[src/rtl/id_ex_stage_if.sv]
// rtl/id_ex_stage_if.sv - ID-side inputs and EX-side outputs of the ID/EX pipeline register
interface id_ex_stage_if #(
  parameter int DATA_W = 32,
  parameter int CNT_W  = 16
);
  logic [4:0]        id_rs;
  logic [4:0]        id_rt;
  logic [4:0]        id_rd;
  logic [DATA_W-1:0] id_rs_data;
  logic [DATA_W-1:0] id_rt_data;
  logic [DATA_W-1:0] id_imm;
  logic              id_regwrite;
  logic              id_memread;
  logic              id_memwrite;
  logic              id_memtoreg;
  logic              id_alusrc;
  logic              id_regdst;
  logic [2:0]        id_aluop;
  logic              id_valid;
  logic              flush;
  logic              hold;

  logic [4:0]        ex_rs;
  logic [4:0]        ex_rt;
  logic [4:0]        ex_dst;
  logic [DATA_W-1:0] ex_rs_data;
  logic [DATA_W-1:0] ex_rt_data;
  logic [DATA_W-1:0] ex_imm;
  logic              ex_regwrite;
  logic              ex_memread;
  logic              ex_memwrite;
  logic              ex_memtoreg;
  logic              ex_alusrc;
  logic [2:0]        ex_aluop;
  logic              ex_valid;
  logic              pc_write;
  logic              if_id_write;
  logic [CNT_W-1:0]  stall_cnt;
  logic [CNT_W-1:0]  flush_cnt;

  // ID stage / upstream control side
  modport master (
    output id_rs, id_rt, id_rd, id_rs_data, id_rt_data, id_imm,
           id_regwrite, id_memread, id_memwrite, id_memtoreg, id_alusrc,
           id_regdst, id_aluop, id_valid, flush, hold,
    input  ex_rs, ex_rt, ex_dst, ex_rs_data, ex_rt_data, ex_imm,
           ex_regwrite, ex_memread, ex_memwrite, ex_memtoreg, ex_alusrc,
           ex_aluop, ex_valid, pc_write, if_id_write, stall_cnt, flush_cnt
  );

  // pipeline register side
  modport slave (
    input  id_rs, id_rt, id_rd, id_rs_data, id_rt_data, id_imm,
           id_regwrite, id_memread, id_memwrite, id_memtoreg, id_alusrc,
           id_regdst, id_aluop, id_valid, flush, hold,
    output ex_rs, ex_rt, ex_dst, ex_rs_data, ex_rt_data, ex_imm,
           ex_regwrite, ex_memread, ex_memwrite, ex_memtoreg, ex_alusrc,
           ex_aluop, ex_valid, pc_write, if_id_write, stall_cnt, flush_cnt
  );
endinterface

[src/rtl/id_ex_stage.sv]
// rtl/id_ex_stage.sv - ID/EX pipeline register with load-use bubble insertion and event counters
module id_ex_stage #(
  parameter int DATA_W = 32,
  parameter int CNT_W  = 16
) (
  input  logic         clk_i,
  input  logic         rst_i,
  id_ex_stage_if.slave bus
);
  typedef struct packed {
    logic [4:0]        rs;
    logic [4:0]        rt;
    logic [4:0]        dst;
    logic [DATA_W-1:0] rs_data;
    logic [DATA_W-1:0] rt_data;
    logic [DATA_W-1:0] imm;
    logic              regwrite;
    logic              memread;
    logic              memwrite;
    logic              memtoreg;
    logic              alusrc;
    logic [2:0]        aluop;
    logic              valid;
  } ex_t;

  ex_t              ex_q;
  ex_t              id_d;
  logic [CNT_W-1:0] stall_cnt_q;
  logic [CNT_W-1:0] flush_cnt_q;
  logic             load_use;

  always_comb begin
    id_d          = '0;
    id_d.rs       = bus.id_rs;
    id_d.rt       = bus.id_rt;
    id_d.dst      = bus.id_regdst ? bus.id_rd : bus.id_rt;
    id_d.rs_data  = bus.id_rs_data;
    id_d.rt_data  = bus.id_rt_data;
    id_d.imm      = bus.id_imm;
    id_d.regwrite = bus.id_regwrite;
    id_d.memread  = bus.id_memread;
    id_d.memwrite = bus.id_memwrite;
    id_d.memtoreg = bus.id_memtoreg;
    id_d.alusrc   = bus.id_alusrc;
    id_d.aluop    = bus.id_aluop;
    id_d.valid    = bus.id_valid;
  end

  // A load writing $0 produces nothing to wait for, hence the dst != 0 term.
  assign load_use = ex_q.valid & ex_q.memread & bus.id_valid & (ex_q.dst != 5'd0) &
                    ((ex_q.dst == bus.id_rs) | (ex_q.dst == bus.id_rt));

  assign bus.pc_write    = ~(load_use & ~bus.flush);
  assign bus.if_id_write = ~(load_use & ~bus.flush);

  always_ff @(posedge clk_i) begin
    if (rst_i) begin
      ex_q        <= '0;
      stall_cnt_q <= '0;
      flush_cnt_q <= '0;
    end else if (bus.flush) begin
      ex_q <= '0;
      if (flush_cnt_q != '1) flush_cnt_q <= flush_cnt_q + 1'b1;
    end else if (!bus.hold) begin
      if (load_use) begin
        ex_q <= '0;
        if (stall_cnt_q != '1) stall_cnt_q <= stall_cnt_q + 1'b1;
      end else begin
        ex_q <= id_d;
      end
    end
  end

  assign bus.ex_rs       = ex_q.rs;
  assign bus.ex_rt       = ex_q.rt;
  assign bus.ex_dst      = ex_q.dst;
  assign bus.ex_rs_data  = ex_q.rs_data;
  assign bus.ex_rt_data  = ex_q.rt_data;
  assign bus.ex_imm      = ex_q.imm;
  assign bus.ex_regwrite = ex_q.regwrite;
  assign bus.ex_memread  = ex_q.memread;
  assign bus.ex_memwrite = ex_q.memwrite;
  assign bus.ex_memtoreg = ex_q.memtoreg;
  assign bus.ex_alusrc   = ex_q.alusrc;
  assign bus.ex_aluop    = ex_q.aluop;
  assign bus.ex_valid    = ex_q.valid;
  assign bus.stall_cnt   = stall_cnt_q;
  assign bus.flush_cnt   = flush_cnt_q;
endmodule

[src/flat_wrapper.sv]
// flat-port wrapper written by rule: the top's interface ports become plain ports
module id_ex_stage_flat 
#(
  parameter int DATA_W = 32,
  parameter int CNT_W  = 16
)
  (clk_i, rst_i, bus_id_rs, bus_id_rt, bus_id_rd, bus_id_rs_data, bus_id_rt_data, bus_id_imm, bus_id_regwrite, bus_id_memread, bus_id_memwrite, bus_id_memtoreg, bus_id_alusrc, bus_id_regdst, bus_id_aluop, bus_id_valid, bus_flush, bus_hold, bus_ex_rs, bus_ex_rt, bus_ex_dst, bus_ex_rs_data, bus_ex_rt_data, bus_ex_imm, bus_ex_regwrite, bus_ex_memread, bus_ex_memwrite, bus_ex_memtoreg, bus_ex_alusrc, bus_ex_aluop, bus_ex_valid, bus_pc_write, bus_if_id_write, bus_stall_cnt, bus_flush_cnt);
  id_ex_stage_if #(.DATA_W(DATA_W), .CNT_W(CNT_W)) bus_i ();
  input  logic clk_i;
  input  logic rst_i;
  input wire logic [$bits(bus_i.id_rs)-1:0] bus_id_rs;
  input wire logic [$bits(bus_i.id_rt)-1:0] bus_id_rt;
  input wire logic [$bits(bus_i.id_rd)-1:0] bus_id_rd;
  input wire logic [$bits(bus_i.id_rs_data)-1:0] bus_id_rs_data;
  input wire logic [$bits(bus_i.id_rt_data)-1:0] bus_id_rt_data;
  input wire logic [$bits(bus_i.id_imm)-1:0] bus_id_imm;
  input wire logic [$bits(bus_i.id_regwrite)-1:0] bus_id_regwrite;
  input wire logic [$bits(bus_i.id_memread)-1:0] bus_id_memread;
  input wire logic [$bits(bus_i.id_memwrite)-1:0] bus_id_memwrite;
  input wire logic [$bits(bus_i.id_memtoreg)-1:0] bus_id_memtoreg;
  input wire logic [$bits(bus_i.id_alusrc)-1:0] bus_id_alusrc;
  input wire logic [$bits(bus_i.id_regdst)-1:0] bus_id_regdst;
  input wire logic [$bits(bus_i.id_aluop)-1:0] bus_id_aluop;
  input wire logic [$bits(bus_i.id_valid)-1:0] bus_id_valid;
  input wire logic [$bits(bus_i.flush)-1:0] bus_flush;
  input wire logic [$bits(bus_i.hold)-1:0] bus_hold;
  output wire logic [$bits(bus_i.ex_rs)-1:0] bus_ex_rs;
  output wire logic [$bits(bus_i.ex_rt)-1:0] bus_ex_rt;
  output wire logic [$bits(bus_i.ex_dst)-1:0] bus_ex_dst;
  output wire logic [$bits(bus_i.ex_rs_data)-1:0] bus_ex_rs_data;
  output wire logic [$bits(bus_i.ex_rt_data)-1:0] bus_ex_rt_data;
  output wire logic [$bits(bus_i.ex_imm)-1:0] bus_ex_imm;
  output wire logic [$bits(bus_i.ex_regwrite)-1:0] bus_ex_regwrite;
  output wire logic [$bits(bus_i.ex_memread)-1:0] bus_ex_memread;
  output wire logic [$bits(bus_i.ex_memwrite)-1:0] bus_ex_memwrite;
  output wire logic [$bits(bus_i.ex_memtoreg)-1:0] bus_ex_memtoreg;
  output wire logic [$bits(bus_i.ex_alusrc)-1:0] bus_ex_alusrc;
  output wire logic [$bits(bus_i.ex_aluop)-1:0] bus_ex_aluop;
  output wire logic [$bits(bus_i.ex_valid)-1:0] bus_ex_valid;
  output wire logic [$bits(bus_i.pc_write)-1:0] bus_pc_write;
  output wire logic [$bits(bus_i.if_id_write)-1:0] bus_if_id_write;
  output wire logic [$bits(bus_i.stall_cnt)-1:0] bus_stall_cnt;
  output wire logic [$bits(bus_i.flush_cnt)-1:0] bus_flush_cnt;
  assign bus_i.id_rs = bus_id_rs;
  assign bus_i.id_rt = bus_id_rt;
  assign bus_i.id_rd = bus_id_rd;
  assign bus_i.id_rs_data = bus_id_rs_data;
  assign bus_i.id_rt_data = bus_id_rt_data;
  assign bus_i.id_imm = bus_id_imm;
  assign bus_i.id_regwrite = bus_id_regwrite;
  assign bus_i.id_memread = bus_id_memread;
  assign bus_i.id_memwrite = bus_id_memwrite;
  assign bus_i.id_memtoreg = bus_id_memtoreg;
  assign bus_i.id_alusrc = bus_id_alusrc;
  assign bus_i.id_regdst = bus_id_regdst;
  assign bus_i.id_aluop = bus_id_aluop;
  assign bus_i.id_valid = bus_id_valid;
  assign bus_i.flush = bus_flush;
  assign bus_i.hold = bus_hold;
  assign bus_ex_rs = bus_i.ex_rs;
  assign bus_ex_rt = bus_i.ex_rt;
  assign bus_ex_dst = bus_i.ex_dst;
  assign bus_ex_rs_data = bus_i.ex_rs_data;
  assign bus_ex_rt_data = bus_i.ex_rt_data;
  assign bus_ex_imm = bus_i.ex_imm;
  assign bus_ex_regwrite = bus_i.ex_regwrite;
  assign bus_ex_memread = bus_i.ex_memread;
  assign bus_ex_memwrite = bus_i.ex_memwrite;
  assign bus_ex_memtoreg = bus_i.ex_memtoreg;
  assign bus_ex_alusrc = bus_i.ex_alusrc;
  assign bus_ex_aluop = bus_i.ex_aluop;
  assign bus_ex_valid = bus_i.ex_valid;
  assign bus_pc_write = bus_i.pc_write;
  assign bus_if_id_write = bus_i.if_id_write;
  assign bus_stall_cnt = bus_i.stall_cnt;
  assign bus_flush_cnt = bus_i.flush_cnt;
  id_ex_stage #(.DATA_W(DATA_W), .CNT_W(CNT_W)) u_core (.clk_i(clk_i), .rst_i(rst_i), .bus(bus_i));
endmodule
[config.mk]
export PLATFORM = sky130hd
export DESIGN_NAME = id_ex_stage_flat
export DESIGN_NICKNAME = d
export VERILOG_FILES = /design/src/rtl/id_ex_stage_if.sv /design/src/rtl/id_ex_stage.sv /design/src/flat_wrapper.sv
export SDC_FILE = /design/constraint.sdc
export NUM_CORES = 1
export LEC_CHECK = 0
export ABC_CLOCK_PERIOD_IN_PS = 1900
export CORE_ASPECT_RATIO = 1.2
export CORE_UTILIZATION = 36
export CTS_CLUSTER_DIAMETER = 200
export DETAILED_ROUTE_END_ITERATION = 10
export PLACE_DENSITY = 0.81
export SYNTH_ARGS = -nofsm -noshare
export SYNTH_HDL_FRONTEND = slang
export SYNTH_SLANG_ARGS = --single-unit
[constraint.sdc]
create_clock -name clk_i -period 1.9 [get_ports clk_i]
set_input_delay 0.38 -clock clk_i [delete_from_list [all_inputs] [get_ports clk_i]]
set_output_delay 0.38 -clock clk_i [all_outputs]
set_load 0.1 [all_outputs]
==> flow_summary.toml, run 1 <==
[outcome]
outcome = "finished with violations"
violations = "setup timing"

[floorplanning]
chipHeight_um = 137.1
dieArea_mm2 = 0.01571
rows = 49
pin_count = 279
initial_core_util_pct = 36.76
core_area_mm2 = 0.01490
fp.dieW_um = 114.6

[setup_path]
critPathLaunchType = "input pin"
critPathArrivalTime_ns = 1.97
worst_ep_required_time_ns = 1.52
timing.critical_path.fanout_max = 2
worst_setup_path_end_kind = "output pin"
critical_path_class = "input pin to output pin"

[logic_synthesis]
ys_seq_elements = 152
synth_edf_count = 0
syn_avg_cell_area_um2 = 11.27
async_flop_share_pct = 0
ys.flop_type = "dfxtp_1"
ys_seq_area_share_pct = 55.56
synth_area_mm2 = 0.005477
ys_types = 44
syn_inst = 486
syn_nets = 613
ys_warn_count = 0

[route]
drt_pass1_iterations = 5
ant_nets = 0
vias = 5726
drt_iter0_drc = 556
wl_per_cell_um = 21.37
drt_wl_total_um = 22550
post-route-drc-count = 0
via_per_inst = 5.427

[timing]
hold_viol_final = 0
fin_ws_ns = -0.4452
finalSetupViolCount = 135
slew_headroom_pct = 64.46
grt_setup_unrepaired = "true"
finalMaxSlewViolations = 0
fin_skew_ns = 0.01082
fin_crit_ns = 2.345
worstMarginPinSlew_ns = 0.5283
fin_crit_sh_pct = 123.4
max_freq_mhz = 426.4

[final_layout]
multi_input_area_mm2 = 0.002402
fin_nets = 964
nFillCells = 1004
final_cells = 1055
area_growth_pct = 92.58
utilization_pct = 70.79
final-seq-area_mm2 = 0.003172
drive_above_1_share_pct = 41.81

[clock_network]
clock-sinks = 152
cts_buffers = 17
clk_pin_slew_ns = 0.05
cts-hold-fix-buffers = 0
htreeDepth = 4
clkLatencyLatePin_ns = 0.43
clock_path_buffers = 2
cts_tree = "built"
ctsRootBufferMaster = "clkbuf_16"

[placement]
place_ws_ns = -0.6588
gp_congestion = 0.8948
hpwlAfterDp_um = 14070
placedCellCount = 978
place.port_buffers = 278

[hold_path]
min_path_type = "input pin to flip-flop"

[job]
maxCapViolCount = 0

[power_and_ir_drop]
ir_drop_mv = 0.5346
power.density_mw_per_mm2 = 757.2
fin_total_pwr_mw = 7.986
p_leak_nw = 4.387

[global_route]
grt_overflow_total = 0
gr-usage-all-layers_pct = 27.24
grt_pass1_vias = 5821
antenna_found_initial = 1
grt_pass1_wl_um = 31670
grt_start_max_net_pins = 41
metal layers:
layer	GRT usage, %	wire length (um)	vias to the layer above
li1	-	-	2581
met3	9.256	1866	66
met5	0	0	-
met1	29.73	8280	2734
met2	47.44	11840	345
met4	12.63	562	0
cell usage after synthesis, types with 2 or more instances:
cell type / number / area (um^2)
dfxtp_1: 152 / 3043
a22o_1: 120 / 1051
nor2_1: 26 / 97.59
clkbuf_1: 18 / 67.56
xor2_1: 15 / 131.4
a21oi_1: 13 / 65.06
buf_6: 13 / 146.4
nand3_1: 12 / 60.06
nand4_1: 11 / 68.82
nor3_1: 9 / 45.04
or4_1: 9 / 67.56
nand2_1: 8 / 30.03
o21ai_0: 7 / 35.03
inv_1: 6 / 22.52
mux2_2: 6 / 67.56
o31ai_1: 6 / 45.04
nor4_1: 5 / 31.28
or3_1: 5 / 31.28
xnor2_1: 5 / 43.79
buf_2: 4 / 20.02
nor2b_1: 3 / 18.77
nor3b_1: 3 / 22.52
or2_2: 3 / 18.77
a211oi_1: 2 / 15.01
ha_1: 2 / 25.02
mux2_1: 2 / 22.52
nand4b_1: 2 / 17.52
o311ai_0: 2 / 17.52
o41ai_1: 2 / 17.52
per-stage QoR:
stage / setup TNS, ns / hold slack (ns) / cell area [um^2]
floorplan: -1.388 / 0.5119 / 5665
global placement: -71.50 / 0.4575 / 8987
detailed placement: -78.59 / 0.4585 / 8987
CTS: -24.85 / 0.3354 / 10370
global route: -39.29 / 0.3119 / 10540
finish: -34.02 / 0.2849 / 10550
final cells by class:
type / instances / share of cell area, %
timing repair buffer: 367 / 39.52
sequential: 152 / 30.07
multi-input combinational: 293 / 22.78
clock buffer: 22 / 4.307
tap: 204 / 2.420
clock inverter: 9 / 0.6406
inverter: 6 / 0.2135
antenna: 2 / 0.04746
cells by family after synthesis:
family	synth area share, %
xor gates and xnor gates	3.199
muxes	1.828
and+or+nand+nor	10.35
DFF	55.56
adders and majority gates	0.4569
buffers and inverters	4.821
AOI/OAI and AO/OA	23.78
state kept, by name, indices dropped and copies added (netlist names), 3 cells and up:
register and count:
u_core.bus.ex_imm 32, u_core.bus.ex_rs_data 32, u_core.bus.ex_rt_data 32, u_core.bus.flush_cnt 16, u_core.bus.stall_cnt 16, u_core.bus.ex_dst 5
u_core.bus.ex_rs 5, u_core.bus.ex_rt 5, u_core.bus.ex_aluop 3
cell usage in the layout, fill, tap and decap left out, types with 3 or more instances in the layout:
master	instances
a21oi_1	7
a21oi_2	6
a22o_1	120
buf_12	56
buf_16	18
buf_4	160
buf_6	7
clkbuf_1	4
clkbuf_16	17
clkdlybuf4s50_1	121
clkinv_2	3
dfxtp_1	113
dfxtp_2	7
dfxtp_4	32
inv_1	6
inv_6	4
mux2_2	6
nand2_1	8
nand3_1	12
nand4_1	11
nor2_1	24
nor2b_1	3
nor3_1	6
nor4_1	5
o21ai_0	5
o31ai_1	6
or2_2	3
or3_1	4
or4_1	3
or4_4	7
xnor2_1	5
xor2_1	14
worst paths after layout:
path | startpoint | end | slack, ns | depth (start not counted)
hold reg to reg | u_core.bus.ex_rs_data[18] | u_core.bus.ex_rs_data[18] | 0.48 | 1
setup / recovery | bus_id_rt[0] | bus_pc_write | -0.45 | 6
hold / removal | bus_id_rt[4] | u_core.bus.ex_rt[4] | 0.28 | 2
setup reg to reg | u_core.bus.ex_dst[3] | u_core.bus.ex_rt[2] | -0.30 | 10
worst max-delay path, stage by stage:
cell	delay (ns)
clkdlybuf4s50_1	0.46
xor2_1	0.16
nor3_1	0.22
a22oi_2	0.09
or4_4	0.47
buf_12	0.19
repair_timing:
item                                    in CTS  in global routing
endpoints found under the setup margin     137                138
gates cloned                                19                  0
buffers inserted                            21                  4
gates resized for setup                     46                 20
pin swaps                                  112                  4
where the power goes:
part           total, mW  leakage (nW)  switching, mW  internal [mW]
registers           3.32          1.26         0.0765           3.24
logic               1.63          2.86          0.968          0.661
clock network       3.04         0.260           1.33           1.71
total               7.99          4.39           2.38           5.61
No activity file was read; power rests on OpenSTA's default activity.
==> run 2, diff against run 1 <==
--- a/config.mk
+++ b/config.mk
@@ -5,12 +5,12 @@
 export SDC_FILE = /design/constraint.sdc
 export NUM_CORES = 1
 export LEC_CHECK = 0
-export ABC_CLOCK_PERIOD_IN_PS = 1900
+export ABC_CLOCK_PERIOD_IN_PS = 2350
 export CORE_ASPECT_RATIO = 1.2
-export CORE_UTILIZATION = 36
+export CORE_UTILIZATION = 40
 export CTS_CLUSTER_DIAMETER = 200
 export DETAILED_ROUTE_END_ITERATION = 10
-export PLACE_DENSITY = 0.81
+export PLACE_DENSITY = 0.85
 export SYNTH_ARGS = -nofsm -noshare
 export SYNTH_HDL_FRONTEND = slang
 export SYNTH_SLANG_ARGS = --single-unit
==> constraint.sdc (replaced) <==
create_clock -name clk_i -period 2.35 [get_ports clk_i]
set_input_delay 0.47 -clock clk_i [delete_from_list [all_inputs] [get_ports clk_i]]
set_output_delay 0.47 -clock clk_i [all_outputs]
set_load 0.1 [all_outputs]
==> run 2 against run 1 <==
Effect of this change:
- the run still ends with setup timing left
- via count decreased by 9.5%
- non-clock buffer count shrank 65
- first-iteration DRC count is 23% lower
- worst setup slack gained 0.38 ns
- critical path type is now flip-flop to output pin
- critical endpoint is now bus_if_id_write
- highest routed layer unchanged
==> flow_summary.toml, run 2 (synthesized netlist as in run 1, its figures left out) <==
[route]
drt_iter0_drc = 430
via_per_inst = 5.418
drt_wl_total_um = 18070
ant_nets = 0
post-route-drc-count = 0
wl_per_cell_um = 18.90
vias = 5180
drt_pass1_iterations = 5

[timing]
finalSetupViolCount = 2
finalMaxSlewViolations = 0
worstMarginPinSlew_ns = 0.5292
grt_setup_unrepaired = "true"
fin_ws_ns = -0.06157
fin_skew_ns = 0.01285
slew_headroom_pct = 64.40
hold_viol_final = 0
fin_crit_sh_pct = 102.6
max_freq_mhz = 414.7
fin_crit_ns = 2.412

[hold_path]
min_path_type = "flip-flop to flip-flop"

[placement]
place.port_buffers = 278
placedCellCount = 919
placed_cell_area_mm2 = 0.008197
gp_congestion = 0.9287
hpwlAfterDp_um = 13540

[global_route]
grt_overflow_total = 0
antenna_found_initial = 3
gr-usage-all-layers_pct = 24.78
grt_pass1_vias = 5041
grt_pass1_wl_um = 26500
grt_start_max_net_pins = 95

[clock_network]
cts_tree = "built"
ctsRootBufferMaster = "clkbuf_16"
clock_path_buffers = 2
clkLatencyLatePin_ns = 0.41
cts_buffers = 17
htreeDepth = 4
clock-sinks = 152
clk_pin_slew_ns = 0.06

[power_and_ir_drop]
pwr-share-clk_pct = 41.1
combPwrFrac_pct = 16.8
switching_share_pct = 29.45
power.density_mw_per_mm2 = 729.7
p_leak_nw = 3.710
p_sw_mw = 1.890
seq_power_share_pct = 42.1
p_int_mw = 4.528
ir_drop_mv = 0.4862

[setup_path]
cp_cell_sequence = "xor2_1 -> nor3_2 -> a22oi_2 -> or4_4 -> buf_12"
timing.critical_path.fanout_max = 5
cpPeakStageDelay_ns = 0.47
critPathArrivalTime_ns = 1.94
crit_path_top_delay_cell = "or4_4"
worst_ep_required_time_ns = 1.88
worst_setup_path_end_kind = "output pin"
critPathLaunchType = "flip-flop"
critical_path_class = "flip-flop to output pin"

[final_layout]
final_cells = 956
area_growth_pct = 60.59
fin_nets = 898
final_common_cell = "buf_4"
final_cell_mix = "buf_4 (169), dfxtp_1 (123), a22o_1 (120)"
final_area_mm2 = 0.008795
nFillCells = 1010
drive_above_1_share_pct = 33.04

[floorplanning]
chipHeight_um = 130.2
initial_core_util_pct = 41.19
dieArea_mm2 = 0.01417
pin_count = 279
core_area_mm2 = 0.01330
fp.dieW_um = 108.8
rows = 46

[outcome]
outcome = "finished with violations"
violations = "setup timing"

[job]
maxCapViolCount = 0
[run 2: cell types whose count changed in the layout (fill, tap and decap cells not counted), moves of 5 or more]
cell / delta
clkdlybuf4s50_1: -7
or4_1: +5
dlygate4sd2_1: +8
dfxtp_4: -27
buf_6: -7
or4_4: -5
dfxtp_2: +17
buf_4: +9
buf_16: -18
a21oi_1: +6
a21oi_2: -6
dfxtp_1: +10
buf_12: -47
[run 2: through the flow]
stage | utilization, % | total power [mW] | hold slack [ns] | setup WS [ns] | TNS (ns)
after floorplan | - | 3.426 | 0.6026 | -0.2142 | -0.2142
after global placement | 61.65 | 3.815 | 0.4575 | -0.3884 | -46.33
after detailed placement | 61.65 | 3.831 | 0.4552 | -0.4586 | -52.88
after CTS | 65.96 | 6.451 | 0.4770 | -0.09473 | -0.1889
after global routing | 66.09 | 6.614 | 0.4927 | -0.1085 | -0.2160
final | 66.15 | 6.418 | 0.4768 | -0.06157 | -0.1224
[run 2: layer usage]
| metal | track usage (%) | vias to the layer above | routed length, um |
|---|---|---|---|
| met4 | 9.141 | 0 | 421 |
| li1 | - | 2432 | - |
| met2 | 42.03 | 261 | 8745 |
| met5 | 0 | - | 0 |
| met1 | 29.51 | 2456 | 7299 |
| met3 | 7.343 | 31 | 1603 |
[run 2: final timing paths]
path / endpoint / cells past startpoint / slack (ns) / from
worst max-delay path: bus_if_id_write / 5 / -0.06 / u_core.bus.ex_dst[2]
worst min-delay path: u_core.bus.ex_rs_data[22] / 1 / 0.48 / u_core.bus.ex_rs_data[22]
worst max register to register: u_core.bus.ex_imm[30] / 8 / 0.12 / u_core.bus.ex_dst[2]
worst min register to register: u_core.bus.ex_rs_data[22] / 1 / 0.48 / u_core.bus.ex_rs_data[22]
[run 2: worst max-delay path: cells and delay by family, from the launching register on]
| kind | cells | cell delay [ns] |
|---|---|---|
| AO/OA/AOI/OAI | 1 | 0.11 |
| flip-flops | 1 | 0.37 |
| AND/OR/NAND/NOR | 2 | 0.68 |
| XOR/XNOR | 1 | 0.17 |
| buffers and inverters | 1 | 0.19 |
[run 2: what timing repair did]
action | in CTS | in global routing
endpoints found under the setup margin | 54 | 108
setup buffers | 1 | 0
resized for setup | 10 | 3
hold endpoints to repair | 0 | 0
pin swaps | 5 | 3
hold buffers | 0 | 0
[run 2: power groups by stage]
stage	sequential (mW)	combinational (mW)	clock (mW)
after floorplan	3.26	0.166	0
after global placement	2.75	1.06	0
after detailed placement	2.75	1.08	0
after CTS	2.70	1.08	2.67
after global routing	2.71	1.11	2.79
final	2.70	1.08	2.64
[run 2: final cells by class]
class | count | area (um^2) | area share, %
diodes | 4 | 10.01 | 0.1138
well taps | 168 | 210.2 | 2.390
repair buffers | 302 | 2678 | 30.45
flip-flops and latches | 152 | 3092 | 35.15
multi-input cells | 292 | 2205 | 25.07
clock buffers | 18 | 439.2 | 4.994
inverters | 6 | 22.52 | 0.2561
clock inverters | 14 | 138.9 | 1.579
